==> src/rtl/vga_pkg.sv <==
// Shared VGA pixel types, colour defaults and glyph geometry.
package vga_pkg;

  localparam int HV_W    = 10;
  localparam int GLYPH_W = 8;
  localparam int GLYPH_H = 8;

  typedef logic [23:0] rgb_t;

  localparam rgb_t RGB_BG   = 24'hf8f9fa;
  localparam rgb_t RGB_TEXT = 24'h343a40;

  // log2 of the legal replication factors; anything else maps to -1.
  function automatic int scale_shift(input int scale);
    case (scale)
      1:       return 0;
      2:       return 1;
      4:       return 2;
      8:       return 3;
      default: return -1;
    endcase
  endfunction

endpackage

==> src/rtl/blink_timer.sv <==
// Frame counter that toggles the blink phase every FRAMES frame_start pulses.
module blink_timer #(
  parameter int FRAMES = 32
) (
  input  logic clk,
  input  logic rst_n,
  input  logic frame_start_i,
  output logic phase_o
);

  localparam int CW = (FRAMES > 1) ? $clog2(FRAMES) : 1;

  logic [CW-1:0] cnt_q, cnt_d;
  logic          phase_q, phase_d;

  always_comb begin
    cnt_d   = cnt_q;
    phase_d = phase_q;
    if (frame_start_i) begin
      if (cnt_q == CW'(FRAMES - 1)) begin
        cnt_d   = '0;
        phase_d = ~phase_q;
      end else begin
        cnt_d = cnt_q + 1'b1;
      end
    end
  end

  always_ff @(posedge clk or negedge rst_n) begin
    if (!rst_n) begin
      cnt_q   <= '0;
      phase_q <= 1'b0;
    end else begin
      cnt_q   <= cnt_d;
      phase_q <= phase_d;
    end
  end

  assign phase_o = phase_q;

endmodule

==> src/rtl/glyph_renderer.sv <==
// Three-stage text-box renderer: text-buffer lookup, font-ROM lookup, pixel colour.
module glyph_renderer
  import vga_pkg::*;
#(
  parameter int   X_START      = 300,
  parameter int   Y_START      = 400,
  parameter int   NCHARS       = 8,
  parameter int   SCALE        = 2,
  parameter int   BLINK_FRAMES = 32,
  parameter rgb_t RGB_BG       = vga_pkg::RGB_BG,
  parameter rgb_t RGB_TEXT     = vga_pkg::RGB_TEXT,
  localparam int  IDX_W        = (NCHARS > 1) ? $clog2(NCHARS) : 1
) (
  input  logic             clk,
  input  logic             rst_n,
  input  logic             bright_i,
  input  logic             frame_start_i,
  input  logic             blink_en_i,
  input  logic             invert_i,
  input  logic [HV_W-1:0]  hcount_i,
  input  logic [HV_W-1:0]  vcount_i,
  output logic [IDX_W-1:0] char_idx_o,
  input  logic [7:0]       char_code_i,
  output logic [7:0]       glyph_code_o,
  output logic [2:0]       glyph_row_o,
  input  logic [7:0]       glyph_bits_i,
  output rgb_t             rgb_o,
  output logic             in_box_o
);

  localparam int SHIFT = scale_shift(SCALE);
  localparam int X_END = X_START + NCHARS * GLYPH_W * SCALE;
  localparam int Y_END = Y_START + GLYPH_H * SCALE;

  generate
    if (SHIFT < 0 || X_END > 1024 || Y_END > 1024 || NCHARS < 1 || NCHARS > 64 ||
        BLINK_FRAMES < 2) begin : g_bad_params
      $error("glyph_renderer: illegal SCALE/NCHARS/BLINK_FRAMES or box exceeds 1024");
    end
  endgenerate

  localparam logic [10:0] X_LO = 11'(X_START);
  localparam logic [10:0] X_HI = 11'(X_END);
  localparam logic [10:0] Y_LO = 11'(Y_START);
  localparam logic [10:0] Y_HI = 11'(Y_END);

  logic [10:0]      h_ext, v_ext, dx_s0, dy_s0;
  logic             hit_s0;
  logic [IDX_W-1:0] idx_s0;

  assign h_ext  = {1'b0, hcount_i};
  assign v_ext  = {1'b0, vcount_i};
  assign hit_s0 = (h_ext >= X_LO) && (h_ext < X_HI) && (v_ext >= Y_LO) && (v_ext < Y_HI);
  assign dx_s0  = h_ext - X_LO;
  assign dy_s0  = v_ext - Y_LO;
  assign idx_s0 = IDX_W'(dx_s0 >> (SHIFT + 3));

  // Buffer addresses are presented combinationally so each external memory's
  // one-cycle latency lines up with the next stage register; outside the box
  // they fall back to the held copies.
  logic [10:0]      dx_q, dy_q;
  logic             hit1_q, bright1_q;
  logic [IDX_W-1:0] char_idx_q;
  logic [2:0]       col1, row1;

  assign char_idx_o = (rst_n && hit_s0) ? idx_s0 : char_idx_q;
  assign col1       = 3'(dx_q >> SHIFT);
  assign row1       = 3'(dy_q >> SHIFT);

  always_ff @(posedge clk or negedge rst_n) begin
    if (!rst_n) begin
      dx_q       <= '0;
      dy_q       <= '0;
      hit1_q     <= 1'b0;
      bright1_q  <= 1'b0;
      char_idx_q <= '0;
    end else begin
      dx_q       <= dx_s0;
      dy_q       <= dy_s0;
      hit1_q     <= hit_s0;
      bright1_q  <= bright_i;
      char_idx_q <= char_idx_o;
    end
  end

  logic [7:0] glyph_code_q;
  logic [2:0] glyph_row_q, col2_q;
  logic       hit2_q, bright2_q;

  assign glyph_code_o = hit1_q ? char_code_i : glyph_code_q;
  assign glyph_row_o  = hit1_q ? row1        : glyph_row_q;

  always_ff @(posedge clk or negedge rst_n) begin
    if (!rst_n) begin
      glyph_code_q <= '0;
      glyph_row_q  <= '0;
      col2_q       <= '0;
      hit2_q       <= 1'b0;
      bright2_q    <= 1'b0;
    end else begin
      glyph_code_q <= glyph_code_o;
      glyph_row_q  <= glyph_row_o;
      col2_q       <= col1;
      hit2_q       <= hit1_q;
      bright2_q    <= bright1_q;
    end
  end

  logic blink_phase;

  blink_timer #(.FRAMES(BLINK_FRAMES)) u_blink (
    .clk           (clk),
    .rst_n         (rst_n),
    .frame_start_i (frame_start_i),
    .phase_o       (blink_phase)
  );

  logic pix, show;
  rgb_t rgb_d, rgb_q;
  logic in_box_d, in_box_q;

  always_comb begin
    pix      = glyph_bits_i[col2_q] & ~(blink_en_i & blink_phase);
    show     = hit2_q & bright2_q;
    in_box_d = show;
    rgb_d    = RGB_BG;
    if (show && (pix ^ invert_i)) rgb_d = RGB_TEXT;
  end

  always_ff @(posedge clk or negedge rst_n) begin
    if (!rst_n) begin
      rgb_q    <= RGB_BG;
      in_box_q <= 1'b0;
    end else begin
      rgb_q    <= rgb_d;
      in_box_q <= in_box_d;
    end
  end

  assign rgb_o    = rgb_q;
  assign in_box_o = in_box_q;

endmodule

==> config.mk <==
export PLATFORM = sky130hd
export DESIGN_NAME = glyph_renderer
export DESIGN_NICKNAME = d
export VERILOG_FILES = /design/src/rtl/vga_pkg.sv /design/src/rtl/blink_timer.sv /design/src/rtl/glyph_renderer.sv
export SDC_FILE = /design/constraint.sdc
export NUM_CORES = 1
export LEC_CHECK = 0
export ABC_AREA = 1
export CAP_MARGIN = 20
export CORE_ASPECT_RATIO = 1.25
export CORE_MARGIN = 8
export CORE_UTILIZATION = 40
export DETAILED_ROUTE_END_ITERATION = 16
export PLACE_DENSITY = 0.77
export SYNTH_ARGS = -nofsm -noshare
export SYNTH_HDL_FRONTEND = slang
export SYNTH_HIERARCHICAL = 1
export SYNTH_SLANG_ARGS = --single-unit
==> constraint.sdc <==
create_clock -name clk -period 1.71 [get_ports clk]
set_input_delay 0.4275 -clock clk [delete_from_list [all_inputs] [get_ports clk]]
set_output_delay 0.4275 -clock clk [all_outputs]
set_load 0.03 [all_outputs]
==> impl_metrics.tcl <==
set metrics [dict create \
    path_max_fanout 6 \
    rrSetupSlack_ps 210 \
    crit_end "char_idx_o[2]" \
    leakagePower_nw 1.284 \
    hp-class "in -> async" \
    final_cell_mix "34 x dfrtp_1, 24 x clkdlybuf4s50_1, 20 x nand2_1, 20 x buf_4, 15 x buf_6" \
    syn-cell-area_um2 1660 \
    diodes 0 \
    grt_pass1_vias 1306 \
    cts.sinks 36 \
    pre_cts_slack_ps -729.9 \
    grt_pass1_wl_um 6085 \
    setup_violations 14 \
    cts_root_buffer "clkbuf_8" \
    dp_hpwl_um 2807 \
    grt_overflow_total 0 \
    finalCriticalPeriod_ps 1994 \
    ys.warnings.count 6 \
    finalWorstSetupSlack_ps -283.6 \
    critical_path_required_ps 1280 \
    clkLatencyLatePin_ps 280 \
    synth_top_area_share_pct 52.75 \
    fin_cells 279 \
    yosysTopAreaCell "dfrtp_1" \
    syn_area_per_cell_um2 10.85 \
    multiInputGateArea_um2 661.9 \
    cpMaxStageDelayCell "o21ai_4" \
    clockBufferDepth 2 \
    skew_ps 7.012 \
    cts_tree "built" \
    track_usage_pct 12.20 \
    wirelength_um 3746 \
    dp.cells 268 \
    final_core_util_pct 62.84 \
    max_freq_mhz 501.6 \
    cts_buffers 5 \
    cts.clk_slew.worst_paths_ps 70 \
    layout-drive-gt1-share_pct 36.32 \
    p_per_area_nw_per_um2 809.0 \
    first_iter_violations 38 \
    critPathMostFrequentCell "o21ai_4" \
    fin_tns_setup_ps -1540 \
    crit_chain "buf_8 -> ha_4 -> o21ai_4 -> nand2_1 -> nand2_2 -> nand4_4 -> o21ai_4 -> buf_6" \
    viasPerCell 4.384 \
    gp_congestion 0.7780 \
    ys_seq_area_share_pct 54.33 \
    startpoint "hcount_i[3]" \
    slew_viol_final 0 \
    regArea_um2 903.4 \
    critPathKind "in -> out" \
    area_delta_synth_final_pct 52.68 \
    layout.nets 268 \
    violations "negative setup slack" \
    fin_crit_sh_pct 116.6 \
    synth-seq-cells 36 \
    drcViolationCount 0 \
    std_cell_rows 26 \
    antenna_found_initial 0 \
    cap_violations 0 \
    core_area_um2 4034 \
    fill_cells 319 \
    synth.distinct_cells 27 \
    drt_first_pass_iters 4 \
    regToRegStartpoint "u_blink/cnt_q[0]" \
    cts_max_level 2 \
    synthTopCellsByArea "dfrtp_1 53%, buf_4 10%, mux2_2 7.5%" \
    crit_path_end_kind "output port" \
    final_hold_viol_count 0 \
    critPathMaxStageDelay_ps 210 \
    cts_hold_buf 0 \
    dieArea_um2 6481 \
    peakVddDrop_uv 581.4 \
    netlist_instances 153 \
    die_w_um 73.63 \
    antenna_left 0 \
    r2r_cells 4 \
    die_h_um 88.03 \
    dr_total_vias 1223 \
    startpoint_type "input pin" \
    io_pins 81 \
    io_buffers 67 \
    layout_commonest_cell "dfrtp_1" \
    wl_per_cell_um 13.43 \
    floorplan.initialDensity_pct 41.16 \
    critPathArrivalTime_ps 1570 \
    rsz0062_at_grt "true" \
    status "finished with violations" \
    worstReg2RegEnd "u_blink/cnt_q[4]" \
    grt_max_degree 37 \
]
[routing by layer]
layer  share of wire, %  track usage (%)  vias up
met2                 51            21.73       59
met4                2.1            4.918        0
met3                 14            7.675        8
met5                  0                0        -
met1                 33            10.53      565
li1                   -                -      591
[worst max-delay path: cells and delay by family]
family | cells | cell delay, ps
AO/OA/AOI/OAI | 2 | 350
adder cells (fa/ha/maj) | 1 | 160
buffers and inverters | 2 | 250
AND/OR/NAND/NOR | 3 | 370
[Yosys cell counts]
cell type / instances
inv_1: 13
o21ai_2: 1
mux2_1: 2
nor2_1: 4
inv_2: 3
mux2_2: 11
ha_1: 3
nand3b_1: 1
nor2_2: 2
dfrtp_1: 35
nand4_4: 1
nand3_1: 5
xor2_1: 3
nand4_2: 1
nand3_2: 2
a21oi_1: 2
nand4_1: 2
buf_4: 23
conb_1: 2
nand2_1: 23
dfstp_2: 1
nor3_1: 1
nand2_2: 4
buf_2: 1
and3_1: 2
xnor2_1: 1
o21ai_1: 4
[through the flow]
step | power, mW | hold WS, ps | instance area (um2)
2_1_floorplan | 1.315 | 131.9 | 1748
3_3_place_gp | 1.472 | 335.3 | 2308
3_5_place_dp | 1.494 | 337.1 | 2308
4_1_cts | 2.076 | 259.5 | 2514
5_1_grt | 2.171 | 287.8 | 2535
6_report | 2.051 | 241.6 | 2535
[power breakdown]
group / switching (mW) / leakage [nW] / total (mW) / internal [mW]
registers: 0.0575 / 0.456 / 1.01 / 0.952
clock network: 0.280 / 0.0400 / 0.555 / 0.275
logic: 0.252 / 0.789 / 0.486 / 0.234
total: 0.589 / 1.28 / 2.05 / 1.46
[cell families after synthesis]
group	Yosys count	share of synthesized area (%)
AO/OA/AOI/OAI	7	2.336
XOR/XNOR	4	2.110
adder cells (fa/ha/maj)	3	2.261
buffers and inverters	40	14.32
flip-flops	36	54.33
multiplexers	13	8.817
other	2	0.4523
AND/OR/NAND/NOR	48	15.37
[registers in the layout, indices dropped and copies added, names as in the netlist]
signal,flops
bright1_q,1
bright2_q,1
char_idx_q,3
col2_q,3
dx_q,3
dy_q,3
glyph_code_q,8
glyph_row_q,3
hit1_q,1
hit2_q,1
in_box_o,1
rgb_o,2
u_blink/cnt_q,5
u_blink/phase_o,1
[worst min-delay path by stage]
stage                      endpoint  slack (ps)  cells after the start
final                     col2_q[1]         240                      2
after global placement    col2_q[0]         340                      0
after CTS                   dx_q[1]         260                      2
after global routing      col2_q[1]         290                      2
after floorplan           bright1_q         130                      0
after detailed placement  col2_q[0]         340                      0
[cell type report]
cell class | instances | share of cell area (%)
clock inverters | 2 | 0.4936
multi-input cells | 86 | 26.11
repair buffers | 78 | 29.91
well taps | 56 | 2.764
inverters | 16 | 2.369
clock buffers | 5 | 2.715
flip-flops and latches | 36 | 35.64
[repair_timing]
action	4_1_cts	5_1_grt
buffers inserted	1	2
gates cloned	1	0
gates resized for setup	56	7
pin swaps	13	9
endpoints found under the setup margin	16	15
Note: power is estimated with default switching activity, not from simulation.
